[config.mk]
export PLATFORM = sky130hd
export DESIGN_NAME = serial_subtractor
export DESIGN_NICKNAME = d
export VERILOG_FILES = /design/src/rtl/serial_arith_pkg.sv /design/src/rtl/full_subtractor_bit.sv /design/src/rtl/serial_subtractor.sv
export SDC_FILE = /design/constraint.sdc
export NUM_CORES = 1
export LEC_CHECK = 0
export CAP_MARGIN = 20
export CORE_MARGIN = 10
export CORE_UTILIZATION = 44
export CTS_CLUSTER_DIAMETER = 50
export CTS_CLUSTER_SIZE = 14
export DETAILED_ROUTE_END_ITERATION = 8
export PLACE_DENSITY = 0.75
export SETUP_SLACK_MARGIN = 0.4
export SLEW_MARGIN = 20
export SYNTH_ARGS = -nofsm -noshare
export SYNTH_HDL_FRONTEND = slang
export SYNTH_SLANG_ARGS = --single-unit
[constraint.sdc]
create_clock -name clk -period 1.4 [get_ports clk]
set_input_delay 0.28 -clock clk [delete_from_list [all_inputs] [get_ports clk]]
set_output_delay 0.28 -clock clk [all_outputs]
set_load 0.1 [all_outputs]
[src/rtl/serial_arith_pkg.sv]
// ============================================================================
// Module   : serial_arith_pkg
// Brief    : Shared types and full-subtractor helper for the serial arithmetic group.
// Revision : 1.0
// ============================================================================
`default_nettype none

package serial_arith_pkg;

  localparam int unsigned C_DEFAULT_WIDTH = 4;

  typedef enum logic [1:0] {
    IDLE  = 2'd0,
    SHIFT = 2'd1,
    DONE  = 2'd2
  } state_t;

  // Returns {borrow_out, difference} for one bit slice of x - y - bin.
  function automatic logic [1:0] full_sub(input logic x, input logic y, input logic bin);
    logic d;
    logic bout;
    d    = x ^ y ^ bin;
    bout = (~x & y) | (~x & bin) | (y & bin);
    return {bout, d};
  endfunction

endpackage

`default_nettype wire

[src/rtl/full_subtractor_bit.sv]
// ============================================================================
// Module   : full_subtractor_bit
// Brief    : Combinational one-bit full subtractor slice.
// Revision : 1.0
// ============================================================================
`default_nettype none

module full_subtractor_bit
  import serial_arith_pkg::*;
(
  input  logic x,
  input  logic y,
  input  logic bin,
  output logic d,
  output logic bout
);

  assign {bout, d} = full_sub(x, y, bin);

endmodule

`default_nettype wire

[src/rtl/serial_subtractor.sv]
// ============================================================================
// Module   : serial_subtractor
// Brief    : Bit-serial A - B, LSB first, with start/busy/done and borrow/ovf flags.
// Revision : 1.0
// ============================================================================
`default_nettype none

module serial_subtractor
  import serial_arith_pkg::*;
#(
  parameter int WIDTH = C_DEFAULT_WIDTH
) (
  input  logic             clk,
  input  logic             rst_n,
  input  logic             start,
  input  logic [WIDTH-1:0] a,
  input  logic [WIDTH-1:0] b,
  output logic [WIDTH-1:0] diff,
  output logic             borrow,
  output logic             ovf,
  output logic             busy,
  output logic             done
);

  localparam int                 C_CNT_W = $clog2(WIDTH) + 1;
  localparam logic [C_CNT_W-1:0] C_LAST  = C_CNT_W'(WIDTH - 1);

  state_t             r_state;
  state_t             w_state_next;
  logic [WIDTH-1:0]   r_reg_a;
  logic [WIDTH-1:0]   r_reg_b;
  logic [WIDTH-1:0]   r_diff;
  logic [C_CNT_W-1:0] r_count;
  logic               r_brw;
  logic               r_borrow;
  logic               r_ovf;
  logic               r_a_msb;
  logic               r_b_msb;

  logic               w_accept;
  logic               w_last;
  logic               w_d;
  logic               w_bo;

  assign w_accept = start && (r_state != SHIFT);
  assign w_last   = (r_count == C_LAST);

  full_subtractor_bit u_slice (
    .x    (r_reg_a[0]),
    .y    (r_reg_b[0]),
    .bin  (r_brw),
    .d    (w_d),
    .bout (w_bo)
  );

  always_ff @(posedge clk or negedge rst_n) begin
    if (!rst_n) begin
      r_state <= IDLE;
    end else begin
      r_state <= w_state_next;
    end
  end

  always_comb begin
    w_state_next = r_state;
    case (r_state)
      IDLE:    w_state_next = start ? SHIFT : IDLE;
      SHIFT:   w_state_next = w_last ? DONE : SHIFT;
      DONE:    w_state_next = start ? SHIFT : IDLE;
      default: w_state_next = IDLE;
    endcase
  end

  always_ff @(posedge clk or negedge rst_n) begin
    if (!rst_n) begin
      r_reg_a  <= '0;
      r_reg_b  <= '0;
      r_diff   <= '0;
      r_count  <= '0;
      r_brw    <= 1'b0;
      r_borrow <= 1'b0;
      r_ovf    <= 1'b0;
      r_a_msb  <= 1'b0;
      r_b_msb  <= 1'b0;
    end else if (w_accept) begin
      r_reg_a  <= a;
      r_reg_b  <= b;
      r_diff   <= '0;
      r_count  <= '0;
      r_brw    <= 1'b0;
      r_borrow <= 1'b0;
      r_ovf    <= 1'b0;
      r_a_msb  <= a[WIDTH-1];
      r_b_msb  <= b[WIDTH-1];
    end else if (r_state == SHIFT) begin
      // Result bits enter at the top so the first (LSB) bit lands in diff[0].
      r_diff  <= {w_d, r_diff[WIDTH-1:1]};
      r_reg_a <= r_reg_a >> 1;
      r_reg_b <= r_reg_b >> 1;
      r_brw   <= w_bo;
      r_count <= r_count + C_CNT_W'(1);
      if (w_last) begin
        r_borrow <= w_bo;
        r_ovf    <= (r_a_msb != r_b_msb) && (w_d != r_a_msb);
      end
    end
  end

  assign diff   = r_diff;
  assign borrow = r_borrow;
  assign ovf    = r_ovf;
  assign busy   = (r_state == SHIFT);
  assign done   = (r_state == DONE);

endmodule

`default_nettype wire

== Yosys cells after proc, flatten, opt, wreduce, memory -nomap -nowiden ==
Cells that the tools add are included.

* Register bits: 22
* Input bits: 11
* Output and inout bits: 8
* Word-level logic and storage cells: 51

* Add/sub/neg operators: 1
* Equal/unequal tests: 6
* Multiplexer cells: 19
* Bitwise logic cells: 8
* Reductions and logical operators: 7

{| class="wikitable"
|+ Operators by type and width
! cell !! count
|-
| $mux 4 || 6
|-
| $mux 1 || 9
|-
| $mux 3 || 2
|-
| $pmux 2 s2 || 1
|-
| $reduce_bool 2->1 || 2
|-
| $add 3x1->3 const B || 1
|-
| $and 1x1->1 || 3
|-
| $eq 3x2->1 const B || 1
|-
| $eq 2x1->1 const B || 1
|-
| $eq 2x2->1 const B || 1
|-
| $logic_and 1x1->1 || 2
|-
| $logic_not 2->1 || 1
|-
| $mux 2 || 1
|-
| $ne 1x1->1 || 2
|-
| $ne 2x1->1 const B || 1
|-
| $or 1x1->1 || 2
|-
| $reduce_and 2->1 || 1
|-
| $reduce_or 2->1 || 1
|-
| $xor 1x1->1 || 2
|-
| $not 1->1 || 1
|}

== Longest topological paths before layout ==
* Word-level depth: 7
* Gate-level depth with buffers: 6

== Cells and area by module ==
A second synthesis with hierarchy kept.

* Cell total of the unflattened synthesis: 91
* Area, all modules: 1,078.5 um^2

{| class="wikitable"
|+ Modules (own cells, without submodules)
! module !! times used !! cells an instance !! area each (um^2) !! seq. area each (um^2)
|-
| serial_subtractor || 1 || 88 || 1,051.0 || 550.5
|-
| full_subtractor_bit || 1 || 3 || 27.5 || 0.0
|}

== Worst setup path before layout ==
Ideal clock, no wire load.

* Path type: reg-to-output
* Start: register r_state[0]
* End: output done
* Arrival time: 1.718 ns
* Data required time: 1.120 ns
* Slack: -0.598 ns
* Stages on the path, launching flop included: 2
* Buffers on the path: 0
* Path through: dfrtp_1 > nor2b_1

* Longest elaborated chain between the ends: 1

{| class="wikitable"
|+ RTL lines
! what !! line !! text
|-
| from (decl) || serial_subtractor.sv:28 || <nowiki>state_t r_state;</nowiki>
|-
| from (signal assigned) || serial_subtractor.sv:60 || <nowiki>r_state <= w_state_next;</nowiki>
|-
| $eq 2x2->1 || serial_subtractor.sv:113 || <nowiki>assign done = (r_state == DONE);</nowiki>
|-
| to (decl) || serial_subtractor.sv:22 || <nowiki>output logic done</nowiki>
|}

No other way between the ends.

== Worst setup path in the final report ==
* Start: register r_state[1]
* End: output busy

* Longest elaborated chain between the ends: 1

{| class="wikitable"
|+ RTL lines
! what !! line !! text
|-
| $eq 2x1->1 || serial_subtractor.sv:112 || <nowiki>assign busy = (r_state == SHIFT);</nowiki>
|-
| to (decl) || serial_subtractor.sv:21 || <nowiki>output logic busy,</nowiki>
|}

No other way between the ends.

==> flow_metrics.py <==
metrics = {
    "run_status": {
        "violations": "negative setup slack",
        "outcome": "finished, violations left",
    },
    "worst_setup_path": {
        "start_kind": "register",
        "timing.rr.end": "ovf",
        "worstSetupPathType": "register to primary output",
        "max_stage_delay_ns": 0.40,
        "worstPathMaxFanout": 2,
        "r2r-start": "r_reg_a[0]",
        "required_ns": 1.12,
        "endpoint_kind": "primary output",
        "crit_buf_inv": 2,
        "rrSetupSlack_ns": -0.01,
        "cp_cell_sequence": "nand2b_4, inv_8, buf_12",
        "cpLargestDelayFamily": "flip-flops",
        "slowest_stage": "dfrtp_1",
        "worstRegToRegCells": 4,
        "arrival_ns": 1.14,
    },
    "floorplan": {
        "die_area_um2": 4518,
        "die_h_um": 67.22,
        "io_pins": 19,
        "fp.dieW_um": 67.22,
        "initial_core_util": 0.4521,
        "core_area_um2": 2170,
        "row_count": 17,
    },
    "route": {
        "firstDrtPassIters": 4,
        "finalWirelength_um": 2598,
        "wl_per_cell_um": 16.76,
        "postRouteAntennaNets": 0,
        "drc": 0,
        "drt_iter0_markers": 35,
        "vias_per_cell": 5.142,
        "vias": 797,
    },
    "worst_hold_path": {
        "hp-class": "primary input to async pin",
    },
    "logic_synthesis": {
        "synthDistinctLibCells": 21,
        "synth_seq_cells": 22,
        "synth.avg_cell_area_um2": 11.15,
        "ys_seq_area_frac": 0.5612,
        "synthCells": 88,
        "netlist_area_um2": 980.9,
        "yosys_warnings": 0,
        "syn_nets": 102,
    },
    "timing": {
        "tightest_slew_ns": 0.3348,
        "rsz0062_at_grt": "yes",
        "setup_tns_ns": -0.03486,
        "slew_violations": 0,
        "max_freq_mhz": 702.0,
        "setup_violations": 2,
        "fin_crit_ns": 1.424,
        "clock_skew_ns": 0.005995,
        "final.period_utilization": 1.017,
        "finalHoldViolations": 0,
        "slew_headroom": 0.7766,
        "setup_ws_ns": -0.02446,
    },
    "place": {
        "gp_congestion": 0.7276,
        "place_area_um2": 1309,
        "io_buffers": 18,
        "dpl.hpwl_um": 1427,
        "placedCellCount": 133,
    },
    "cts": {
        "cts.sinks": 22,
        "clk_pin_slew_worst_paths_ns": 0.12,
        "root_buffer": "clkbuf_4",
        "cts_max_path_buffers": 2,
        "cts_buffers": 3,
        "clk-insertion-delay-late_ns": 0.32,
        "h-tree-depth": 1,
        "cts_tree": "done",
    },
    "finish": {
        "fillCellCount": 144,
        "finalNetCount": 142,
        "final-instance-count-excl-fill": 155,
        "drive_gt1_frac": 0.5591,
        "final_area_um2": 1655,
        "area_growth_pct": 68.75,
        "n_antenna_cell": 0,
    },
    "global_routing": {
        "grt_pass1_vias": 812,
        "antenna_found_initial": 0,
        "grt_pass1_wl_um": 3905,
        "grt_usage": 0.1152,
        "grt_max_degree": 23,
        "grt-ovfl-total": 0,
    },
    "flow_run": {
        "maxCapViolations": 0,
    },
}
[registers in the layout (all words and copies together), names as in the netlist, 2 cells and up]
register,cells
r_reg_a,4
diff,4
r_state,2
r_reg_b,4
r_count,3
[area by class of cell]
| class | instances | area, um^2 | area share |
|---|---|---|---|
| clock buffer | 4 | 36.28 | 0.02192 |
| inverter | 4 | 22.52 | 0.01361 |
| multi-input combinational | 58 | 523.0 | 0.3159 |
| sequential | 22 | 558.0 | 0.3371 |
| tap | 28 | 35.03 | 0.02116 |
| timing repair buffer | 37 | 447.9 | 0.2706 |
| timing repair inverter | 2 | 32.53 | 0.01965 |
[metrics by stage]
| step | utilization | hold slack [ns] | setup WS [ns] |
|---|---|---|---|
| global route | 0.7630 | 0.2967 | -0.07178 |
| detailed placement | 0.6032 | 0.4774 | -0.1208 |
| global placement | 0.6032 | 0.4756 | -0.05441 |
| floorplan | - | -0.01559 | 0.1130 |
| CTS | 0.6949 | 0.2989 | -0.02183 |
| finish | 0.7630 | 0.2913 | -0.02446 |
[how the worst max path moves through the flow]
stage	depth (start not counted)	slack, ns	endpoint	start
detailed placement	4	-0.12	r_reg_b[0]	start
floorplan	4	0.11	ovf	r_reg_a[0]
global placement	4	-0.05	r_reg_b[0]	start
CTS	3	-0.02	ovf	r_brw
finish	3	-0.02	busy	r_state[1]
global route	5	-0.07	ovf	r_reg_a[0]
[layout by cell type (no fill, tap or decap), types with 3 or more instances in the layout]
| cell type | instances |
|---|---|
| o21ai_2 | 8 |
| buf_6 | 3 |
| nand2_2 | 5 |
| dfrtp_2 | 6 |
| mux2i_1 | 8 |
| buf_12 | 9 |
| nand2_1 | 9 |
| clkbuf_4 | 3 |
| o21ai_1 | 5 |
| dfrtp_1 | 16 |
| clkdlybuf4s50_1 | 9 |
| buf_8 | 3 |
| buf_4 | 12 |
[synth_stat cells]
library cell | count | area [um^2]
fa_1 | 1 | 20.02
buf_4 | 3 | 22.52
nor2_1 | 3 | 11.26
mux2i_1 | 9 | 90.09
mux2_1 | 2 | 22.52
a32o_1 | 1 | 10.01
a22o_1 | 2 | 17.52
nand2_1 | 15 | 56.30
nand2_2 | 1 | 6.260
inv_1 | 3 | 11.26
inv_4 | 1 | 6.260
o22ai_1 | 2 | 12.51
o21ai_1 | 5 | 25.02
buf_6 | 1 | 11.26
nand3_1 | 3 | 15.01
nand2b_1 | 2 | 12.51
ha_1 | 2 | 25.02
nor2b_1 | 1 | 6.260
and2_4 | 1 | 8.760
dfrtp_1 | 22 | 550.5
o21ai_0 | 8 | 40.04
[kinds of logic after synthesis]
logic type	Yosys count	synth area share
compound gates	18	0.1071
simple gates	26	0.1186
buf+inv	8	0.05230
fa+ha+maj	3	0.04592
flops	22	0.5612
mux	11	0.1148
[metal layers]
| metal | wire [um] | part of all wire | global-route usage |
|---|---|---|---|
| met3 | 122 | 0.047 | 0.04628 |
| met1 | 1122 | 0.43 | 0.1389 |
| met4 | 49 | 0.019 | 0.06410 |
| met2 | 1303 | 0.50 | 0.1718 |
| met5 | 0 | 0 | 0 |
[repair_timing]
item	4_1_cts	5_1_grt
hold buffers	0	0
cloned	2	0
endpoints found under the setup margin	30	30
pin swaps	13	3
resized for setup	28	22
buffers inserted	8	8
Power is left out: the tool's default activity adds up to more than one toggle a clock period on the data nets, which glitch-free logic cannot reach.
